<file path="src/rtl/mskaes_out_unmask_serializer_if.sv">
// Bus bundle between the masked AES core output, the unmask/serializer stage
// and the host-side word port.
//   core_cipher_valid / core_out_ready / core_sh_data_out : core-side fetch (sticky valid)
//   dout_valid / dout_ready / dout / dout_last            : host-side word stream
//   busy                                                   : a block is held
// slave  : view of the serializer itself
// master : view of the surrounding environment (core + host)
interface mskaes_out_unmask_serializer_if #(
  parameter int d    = 2,
  parameter int BLK  = 128,
  parameter int WORD = 32
);
  logic               core_cipher_valid;
  logic               core_out_ready;
  logic [BLK*d-1:0]   core_sh_data_out;
  logic               dout_valid;
  logic               dout_ready;
  logic [WORD-1:0]    dout;
  logic               dout_last;
  logic               busy;

  modport slave (
    input  core_cipher_valid, core_sh_data_out, dout_ready,
    output core_out_ready, dout_valid, dout, dout_last, busy
  );

  modport master (
    output core_cipher_valid, core_sh_data_out, dout_ready,
    input  core_out_ready, dout_valid, dout, dout_last, busy
  );
endinterface

</file>
<file path="src/rtl/mskaes_out_unmask_serializer.sv">
// Unmask + serialize stage after the masked AES core.
// Fetches one d-share masked ciphertext, XOR-recombines the shares straight into
// the capture register, then streams the block as BLK/WORD words, MSW first.
//   clk  : clock, rising edge
//   rst  : synchronous active-high reset
//   bus  : slave modport (core fetch side + host word side + busy)
// Handshake outputs come from registers only, so dout_ready never reaches
// core_out_ready combinationally.
module mskaes_out_unmask_serializer #(
  parameter int d    = 2,
  parameter int BLK  = 128,
  parameter int WORD = 32
) (
  input  logic clk,
  input  logic rst,
  mskaes_out_unmask_serializer_if.slave bus
);
  localparam int NW = BLK / WORD;
  localparam int CW = (NW > 1) ? $clog2(NW) : 1;

  typedef enum logic {EMPTY = 1'b0, SEND = 1'b1} state_e;

  state_e          state_q, state_d;
  logic [CW-1:0]   cnt_q, cnt_d;
  logic [BLK-1:0]  data_q, data_d;
  logic            rdy_q;

  // Share recombination happens only here, at the capture register input.
  logic [BLK-1:0]  unmasked;
  for (genvar i = 0; i < BLK; i++) begin : g_unmask
    assign unmasked[i] = ^bus.core_sh_data_out[i*d +: d];
  end

  logic fetch, hs, last_w;
  assign fetch  = (state_q == EMPTY) & rdy_q & bus.core_cipher_valid;
  assign hs     = (state_q == SEND) & bus.dout_ready;
  assign last_w = (cnt_q == CW'(NW-1));

  // State register. rdy_q tracks "next state is EMPTY" but is forced low in
  // reset, so the core only sees ready from the first cycle after reset.
  always_ff @(posedge clk) begin
    if (rst) begin
      state_q <= EMPTY;
      cnt_q   <= '0;
      data_q  <= '0;
      rdy_q   <= 1'b0;
    end else begin
      state_q <= state_d;
      cnt_q   <= cnt_d;
      data_q  <= data_d;
      rdy_q   <= (state_d == EMPTY);
    end
  end

  // Next-state logic
  always_comb begin
    state_d = state_q;
    cnt_d   = cnt_q;
    data_d  = data_q;
    case (state_q)
      EMPTY: begin
        if (fetch) begin
          data_d  = unmasked;
          cnt_d   = '0;
          state_d = SEND;
        end
      end
      SEND: begin
        if (hs) begin
          if (last_w) begin
            // Plaintext-derived data does not linger once the block is out.
            data_d  = '0;
            cnt_d   = '0;
            state_d = EMPTY;
          end else begin
            cnt_d = cnt_q + CW'(1);
          end
        end
      end
      default: state_d = EMPTY;
    endcase
  end

  // Output decode. Word 0 is the most significant slice of the block.
  logic [NW-1:0][WORD-1:0] words;
  assign words = data_q;

  always_comb begin
    bus.core_out_ready = rdy_q;
    bus.dout_valid     = (state_q == SEND);
    bus.dout           = words[CW'(NW-1) - cnt_q];
    bus.dout_last      = (state_q == SEND) & last_w;
    bus.busy           = (state_q != EMPTY);
  end
endmodule

</file>
<file path="src/flat_wrapper.sv">
// flat-port wrapper written by rule: the top's interface ports become plain ports
module mskaes_out_unmask_serializer_flat 
#(
  parameter int d    = 2,
  parameter int BLK  = 128,
  parameter int WORD = 32
)
  (clk, rst, bus_core_cipher_valid, bus_core_sh_data_out, bus_dout_ready, bus_core_out_ready, bus_dout_valid, bus_dout, bus_dout_last, bus_busy);
  mskaes_out_unmask_serializer_if #(.d(d), .BLK(BLK), .WORD(WORD)) bus_i ();
  input  logic clk;
  input  logic rst;
  input wire logic [$bits(bus_i.core_cipher_valid)-1:0] bus_core_cipher_valid;
  input wire logic [$bits(bus_i.core_sh_data_out)-1:0] bus_core_sh_data_out;
  input wire logic [$bits(bus_i.dout_ready)-1:0] bus_dout_ready;
  output wire logic [$bits(bus_i.core_out_ready)-1:0] bus_core_out_ready;
  output wire logic [$bits(bus_i.dout_valid)-1:0] bus_dout_valid;
  output wire logic [$bits(bus_i.dout)-1:0] bus_dout;
  output wire logic [$bits(bus_i.dout_last)-1:0] bus_dout_last;
  output wire logic [$bits(bus_i.busy)-1:0] bus_busy;
  assign bus_i.core_cipher_valid = bus_core_cipher_valid;
  assign bus_i.core_sh_data_out = bus_core_sh_data_out;
  assign bus_i.dout_ready = bus_dout_ready;
  assign bus_core_out_ready = bus_i.core_out_ready;
  assign bus_dout_valid = bus_i.dout_valid;
  assign bus_dout = bus_i.dout;
  assign bus_dout_last = bus_i.dout_last;
  assign bus_busy = bus_i.busy;
  mskaes_out_unmask_serializer #(.d(d), .BLK(BLK), .WORD(WORD)) u_core (.clk(clk), .rst(rst), .bus(bus_i));
endmodule
</file>
<file path="config.mk">
export PLATFORM = sky130hd
export DESIGN_NAME = mskaes_out_unmask_serializer_flat
export DESIGN_NICKNAME = d
export VERILOG_FILES = /design/src/rtl/mskaes_out_unmask_serializer_if.sv /design/src/rtl/mskaes_out_unmask_serializer.sv /design/src/flat_wrapper.sv
export SDC_FILE = /design/constraint.sdc
export NUM_CORES = 1
export LEC_CHECK = 0
export ABC_CLOCK_PERIOD_IN_PS = 2200
export CAP_MARGIN = 10
export CORE_AREA = 3 3 147 149
export CTS_CLUSTER_SIZE = 10
export DETAILED_ROUTE_END_ITERATION = 12
export DIE_AREA = 0 0 150 152
export PLACE_DENSITY = 0.78
export SYNTH_ARGS = -nofsm -noshare
export SYNTH_HDL_FRONTEND = slang
export SYNTH_SLANG_ARGS = --single-unit
export TNS_END_PERCENT = 10
</file>
<file path="constraint.sdc">
create_clock -name clk -period 2.2 [get_ports clk]
set_input_delay 0.44 -clock clk [delete_from_list [all_inputs] [get_ports clk]]
set_output_delay 0.44 -clock clk [all_outputs]
set_load 0.02 [all_outputs]
</file>
== After elaboration in Yosys (flattened, before gate mapping) ==
Cells that the tools add are included.
Widths: inputs -> output; s select.

* Register bits: 132
* Input bits: 260
* Output and inout port bits: 36
* Word-level logic and storage cells: 161

* $add $sub $neg: 2
* Magnitude comparators: 1
* Eq/ne operators: 4
* Mux-type cells: 14
* Bitwise operators: 6
* Reductions and logical operators: 130

{| class="wikitable"
|+ Operators with widths
! operator !! count
|-
| $mux 128 || 3
|-
| $pmux 128 s2 || 1
|-
| $reduce_xor 2->1 || 128
|-
| $bmux 32 s2 || 1
|-
| $mux 32 || 1
|-
| $mux 2 || 3
|-
| $and 1x1->1 || 4
|-
| $ne 2x2->1 const B || 2
|-
| $pmux 2 s2 || 1
|-
| $lt 2x3->1 const B || 1
|-
| $mux 1 || 3
|-
| $reduce_and 3->1 || 1
|-
| $add 2x1->2 const B || 1
|-
| $eq 2x2->1 const B || 1
|-
| $ne 2x1->1 const B || 1
|-
| $not 1->1 || 2
|-
| $pmux 1 s2 || 1
|-
| $reduce_and 2->1 || 1
|-
| $sub 2x2->2 const A || 1
|}

== Longest topological paths before layout ==
* Word-level depth: 6
* Depth in mapped cells: 7
* Gate-level depth less buffers: 4

== Worst setup path before layout ==
OpenSTA, ideal clock, no wires.

* Kind: register to output
* Start: reg u_core.cnt_q[1]
* End: out bus_dout[0]
* Data arrival time: 1.411 ns
* Data required time: 1.760 ns
* Path slack: 0.349 ns
* Stages on the path, launching flop included: 4
* Path buffers: 2
* Cells stage by stage: dfxtp_1 > buf_2 > buf_2 > mux4_2

* Cells in the longest elaborated chain, start to end: 3

{| class="wikitable"
|+ Ends and longest elaborated chain
! what !! RTL line !! text
|-
| start, declared || mskaes_out_unmask_serializer.sv:24 || <nowiki>logic [CW-1:0] cnt_q, cnt_d;</nowiki>
|-
| start signal, assigned || mskaes_out_unmask_serializer.sv:49 || <nowiki>cnt_q <= cnt_d;</nowiki>
|-
| $sub 2x2->2 || mskaes_out_unmask_serializer.sv:91 || <nowiki>bus.dout = words[CW'(NW-1) - cnt_q];</nowiki>
|-
| $bmux 32 s2 || mskaes_out_unmask_serializer.sv:91 ||
|-
| $mux 32 (implied by the code) || mskaes_out_unmask_serializer.sv:91 ||
|-
| end, declared || flat_wrapper.sv:17 || <nowiki>output wire logic [$bits(bus_i.dout)-1:0] bus_dout;</nowiki>
|}

Every way passes these cells. The select of a mux whose other input is x is not followed.

== Worst setup path after layout ==
* Start: reg u_core.cnt_q[1]
* End: out bus_dout[13]

The elaborated chain is that of the path after synthesis.

==> run_summary.xml <==
<?xml version="1.0" encoding="UTF-8"?>
<metrics>
  <group name="clocking">
    <metric name="insertion_delay" unit="ns">0.40</metric>
    <metric name="numCtsBuffers" unit="">17</metric>
    <metric name="clock_path_buffers" unit="">2</metric>
    <metric name="cts_root_buf" unit="">clkbuf_16</metric>
    <metric name="clkTransAtPathRegs" unit="ns">0.06</metric>
    <metric name="cts_tree" unit="">built</metric>
    <metric name="htreeDepth" unit="">4</metric>
    <metric name="numClockSinks" unit="">132</metric>
  </group>
  <group name="worst_hold_path">
    <metric name="min_delay_worst_endpoint" unit="">u_core.data_q[72]</metric>
    <metric name="worst_hold_path_type" unit="">reg2reg</metric>
    <metric name="worstHoldPathCells" unit="">2</metric>
    <metric name="launch_point_of_the_worst_hold_path" unit="">u_core.data_q[72]</metric>
  </group>
  <group name="global_routing">
    <metric name="gr-usage-all-layers" unit="%">18.1</metric>
    <metric name="grt_remaining_overflow" unit="">0</metric>
    <metric name="largest_net_degree_at_the_start_of_global_routing" unit="">60</metric>
    <metric name="number_of_antenna_violations_at_the_first_check_in_global_routing" unit="">0</metric>
    <metric name="grt_pass1_wl" unit="um">33300</metric>
    <metric name="grt_pass1_vias" unit="">6796</metric>
  </group>
  <group name="layout">
    <metric name="antenna_cells_inserted" unit="">0</metric>
    <metric name="fillers" unit="">1818</metric>
    <metric name="finalNetCount" unit="">1307</metric>
    <metric name="area_occupied_by_multi_input_gates" unit="mm^2">0.00406</metric>
    <metric name="regArea" unit="mm^2">0.00265</metric>
    <metric name="drive_above_1_share" unit="%">13.0</metric>
    <metric name="flow.area_growth_from_synthesis" unit="%">54.0</metric>
  </group>
  <group name="timing">
    <metric name="layout_worst_path_cycle_share" unit="%">98.8</metric>
    <metric name="finalSetupViolations" unit="">0</metric>
    <metric name="final_max_slew_viol_count" unit="">0</metric>
    <metric name="worst_slew_pin_slew" unit="ns">0.471</metric>
    <metric name="timing.clock.skew" unit="ns">0.00631</metric>
    <metric name="crit_path_time_final" unit="ns">2.17</metric>
    <metric name="hold-worst-slack" unit="ns">0.461</metric>
    <metric name="max_freq" unit="MHz">460</metric>
    <metric name="rsz0062_at_grt" unit="">yes</metric>
    <metric name="hold_violations" unit="">0</metric>
    <metric name="tns" unit="ns">0</metric>
    <metric name="worst_slew_margin_rel" unit="%">68.6</metric>
  </group>
  <group name="worst_setup_path">
    <metric name="worst_ep_arrival_time" unit="ns">1.73</metric>
    <metric name="timing.critical_path.fanout_max" unit="">11</metric>
    <metric name="cp.required" unit="ns">1.76</metric>
    <metric name="timing.rr.start" unit="">u_core.cnt_q[0]</metric>
    <metric name="cpMaxStageDelayCell" unit="">mux4_2</metric>
    <metric name="ff2ff_setup_slack" unit="ns">0.46</metric>
    <metric name="peak_per_stage_delay_on_the_critical_path" unit="ns">0.49</metric>
    <metric name="criticalPathCategory" unit="">reg2out</metric>
    <metric name="critical_path.most_common_cell" unit="">buf_12</metric>
    <metric name="cp_cell_sequence" unit="">buf_12, buf_12, mux4_2, buf_2</metric>
    <metric name="critPathTopFamily" unit="">multiplexers</metric>
    <metric name="r2r_worst_path_depth" unit="">6</metric>
    <metric name="cp.buffers_inverters" unit="">3</metric>
    <metric name="worst_flop_to_flop_path_endpoint" unit="">u_core.data_q[50]</metric>
    <metric name="timing.critical_path.from_type" unit="">register</metric>
    <metric name="kind_of_capture_point_of_the_worst_setup_path" unit="">primary output</metric>
  </group>
  <group name="synth">
    <metric name="synth_async_sr_flop_share" unit="%">0</metric>
    <metric name="postSynthNetCount" unit="">1035</metric>
    <metric name="syn_area" unit="mm^2">0.00708</metric>
    <metric name="synth_edf_count" unit="">0</metric>
    <metric name="synth_cell_type_count" unit="">19</metric>
    <metric name="ys.warnings.count" unit="">0</metric>
    <metric name="yosys.area.top_type_share" unit="%">37.3</metric>
    <metric name="yosys-top-cells-count" unit="">dfxtp_1 (132), nand3_1 (131), a21oi_1 (130)</metric>
    <metric name="synth_seq_area_share" unit="%">37.3</metric>
    <metric name="synth.area.top_cells" unit="">dfxtp_1 (37%), xnor2_1 (16%), or3_1 (11%)</metric>
    <metric name="synth.ff_latch_count" unit="">132</metric>
    <metric name="synth_most_common_cell" unit="">dfxtp_1</metric>
    <metric name="post_synth_inst_count" unit="">773</metric>
    <metric name="synth_ff_type" unit="">dfxtp_1</metric>
    <metric name="synth.largest_area_cell" unit="">dfxtp_1</metric>
    <metric name="synth.avg_cell_area" unit="um^2">9.16</metric>
  </group>
  <group name="power">
    <metric name="total_power" unit="mW">6.74</metric>
    <metric name="power_per_cell_area" unit="mW/mm^2">617</metric>
    <metric name="p_leak" unit="nW">3.70</metric>
    <metric name="vdd_drop_max" unit="V">0.000420</metric>
  </group>
  <group name="job">
    <metric name="drv_cap" unit="">0</metric>
  </group>
  <group name="floorplan">
    <metric name="floorplan.io_pins" unit="">296</metric>
    <metric name="floorplan.core_area" unit="mm^2">0.0203</metric>
    <metric name="placement_rows" unit="">52</metric>
    <metric name="die_area" unit="mm^2">0.0228</metric>
    <metric name="die_x" unit="um">150</metric>
    <metric name="initial_utilization" unit="%">34.9</metric>
    <metric name="die_height" unit="um">152</metric>
  </group>
  <group name="run_status">
    <metric name="run_status" unit="">finished, final reports clean</metric>
  </group>
  <group name="placement">
    <metric name="finalWeightedCongestion" unit="">0.796</metric>
    <metric name="place_hpwl" unit="um">15800</metric>
    <metric name="io_buffers" unit="">295</metric>
  </group>
  <group name="drt">
    <metric name="postRouteAntennaNets" unit="">0</metric>
    <metric name="vias_per_cell" unit="">5.11</metric>
    <metric name="drt-pass1-iter-count" unit="">5</metric>
    <metric name="drt_first_iter_violations" unit="">272</metric>
    <metric name="route.vias.total" unit="">6769</metric>
    <metric name="wirelength" unit="um">21500</metric>
    <metric name="drt_drc_violations_left" unit="">0</metric>
    <metric name="route.detailed.wl_per_inst" unit="um">16.3</metric>
  </group>
</metrics>
[cell families (layout without fill, tap and decap cells)]
kind of cell | Yosys count | in the layout | share of synthesized area, %
flops | 132 | 132 | 37.3
buf+inv | 81 | 363 | 5.63
mux | 32 | 32 | 10.2
xor+xnor | 128 | 128 | 15.8
compound gates | 132 | 132 | 9.36
simple gates | 266 | 266 | 21.4
fa+ha+maj | 2 | 2 | 0.353
[routing by layer]
layer	vias to the layer above	track usage (%)	wire [um]
met1	3176	20.9	8280
met2	252	32.5	11300
met3	37	4.35	1540
li1	3304	-	-
met5	-	0	0
met4	0	6.36	450
[stage by stage]
stage / std cells / setup slack [ns] / util [%] / area (um^2)
after floorplan: 773 / 0.349 / - / 7080
after global placement: 1287 / 0.0909 / 51.2 / 10400
final: 1325 / 0.0273 / 53.8 / 10900
after global routing: 1325 / -0.0378 / 53.8 / 10900
after CTS: 1316 / -0.0626 / 53.5 / 10900
after detailed placement: 1287 / 0.0579 / 51.2 / 10400
[state kept, by name, indices dropped and copies added, names as in the netlist]
signal,count
u_core.bus.busy,1
u_core.cnt_q,2
u_core.bus.core_out_ready,1
u_core.data_q,128
[worst min-delay path, cell delays in order, from the launching register on]
cell	delay (ns)
dfxtp_1	0.30
nand3_1	0.06
a21oi_1	0.05
[worst max-delay path by stage]
stage          cells after the start  slack (ns)             from            to
6_report                           4        0.03  u_core.cnt_q[1]  bus_dout[13]
5_1_grt                            4       -0.04  u_core.cnt_q[1]  bus_dout[13]
4_1_cts                            3       -0.06  u_core.cnt_q[1]  bus_dout[22]
3_5_place_dp                       3        0.06  u_core.cnt_q[1]  bus_dout[22]
3_3_place_gp                       3        0.09  u_core.cnt_q[1]  bus_dout[25]
2_1_floorplan                      3        0.35  u_core.cnt_q[1]   bus_dout[0]
[report_power, final]
| group | total [mW] | switching, mW | internal, mW |
|---|---|---|---|
| Combinational | 1.39 | 0.558 | 0.834 |
| Clock | 2.74 | 1.00 | 1.74 |
| Sequential | 2.61 | 0.0796 | 2.53 |
[area by class of cell]
| class | instances | area share [%] |
|---|---|---|
| clock buffers | 20 | 4.29 |
| repair buffers | 334 | 30.2 |
| clock inverters | 9 | 0.963 |
| multi-input cells | 560 | 37.2 |
| flip-flops and latches | 132 | 24.3 |
| well taps | 270 | 3.10 |
[repair_timing]
action / in CTS / in global routing
resized for setup: 121 / 10
setup endpoints to repair: 33 / 8
setup buffers: 0 / 9
hold buffers: 0 / 0
[cell usage in the layout (no fill, tap or decap), types with 18 or more instances in the layout]
cell,instances
a21oi_1,130
buf_2,30
buf_4,24
clkbuf_16,18
clkdlybuf4s50_1,261
dfxtp_1,129
mux4_2,32
nand3_1,130
or3_1,128
xnor2_1,128
No activity file was read; power rests on OpenSTA's default activity.
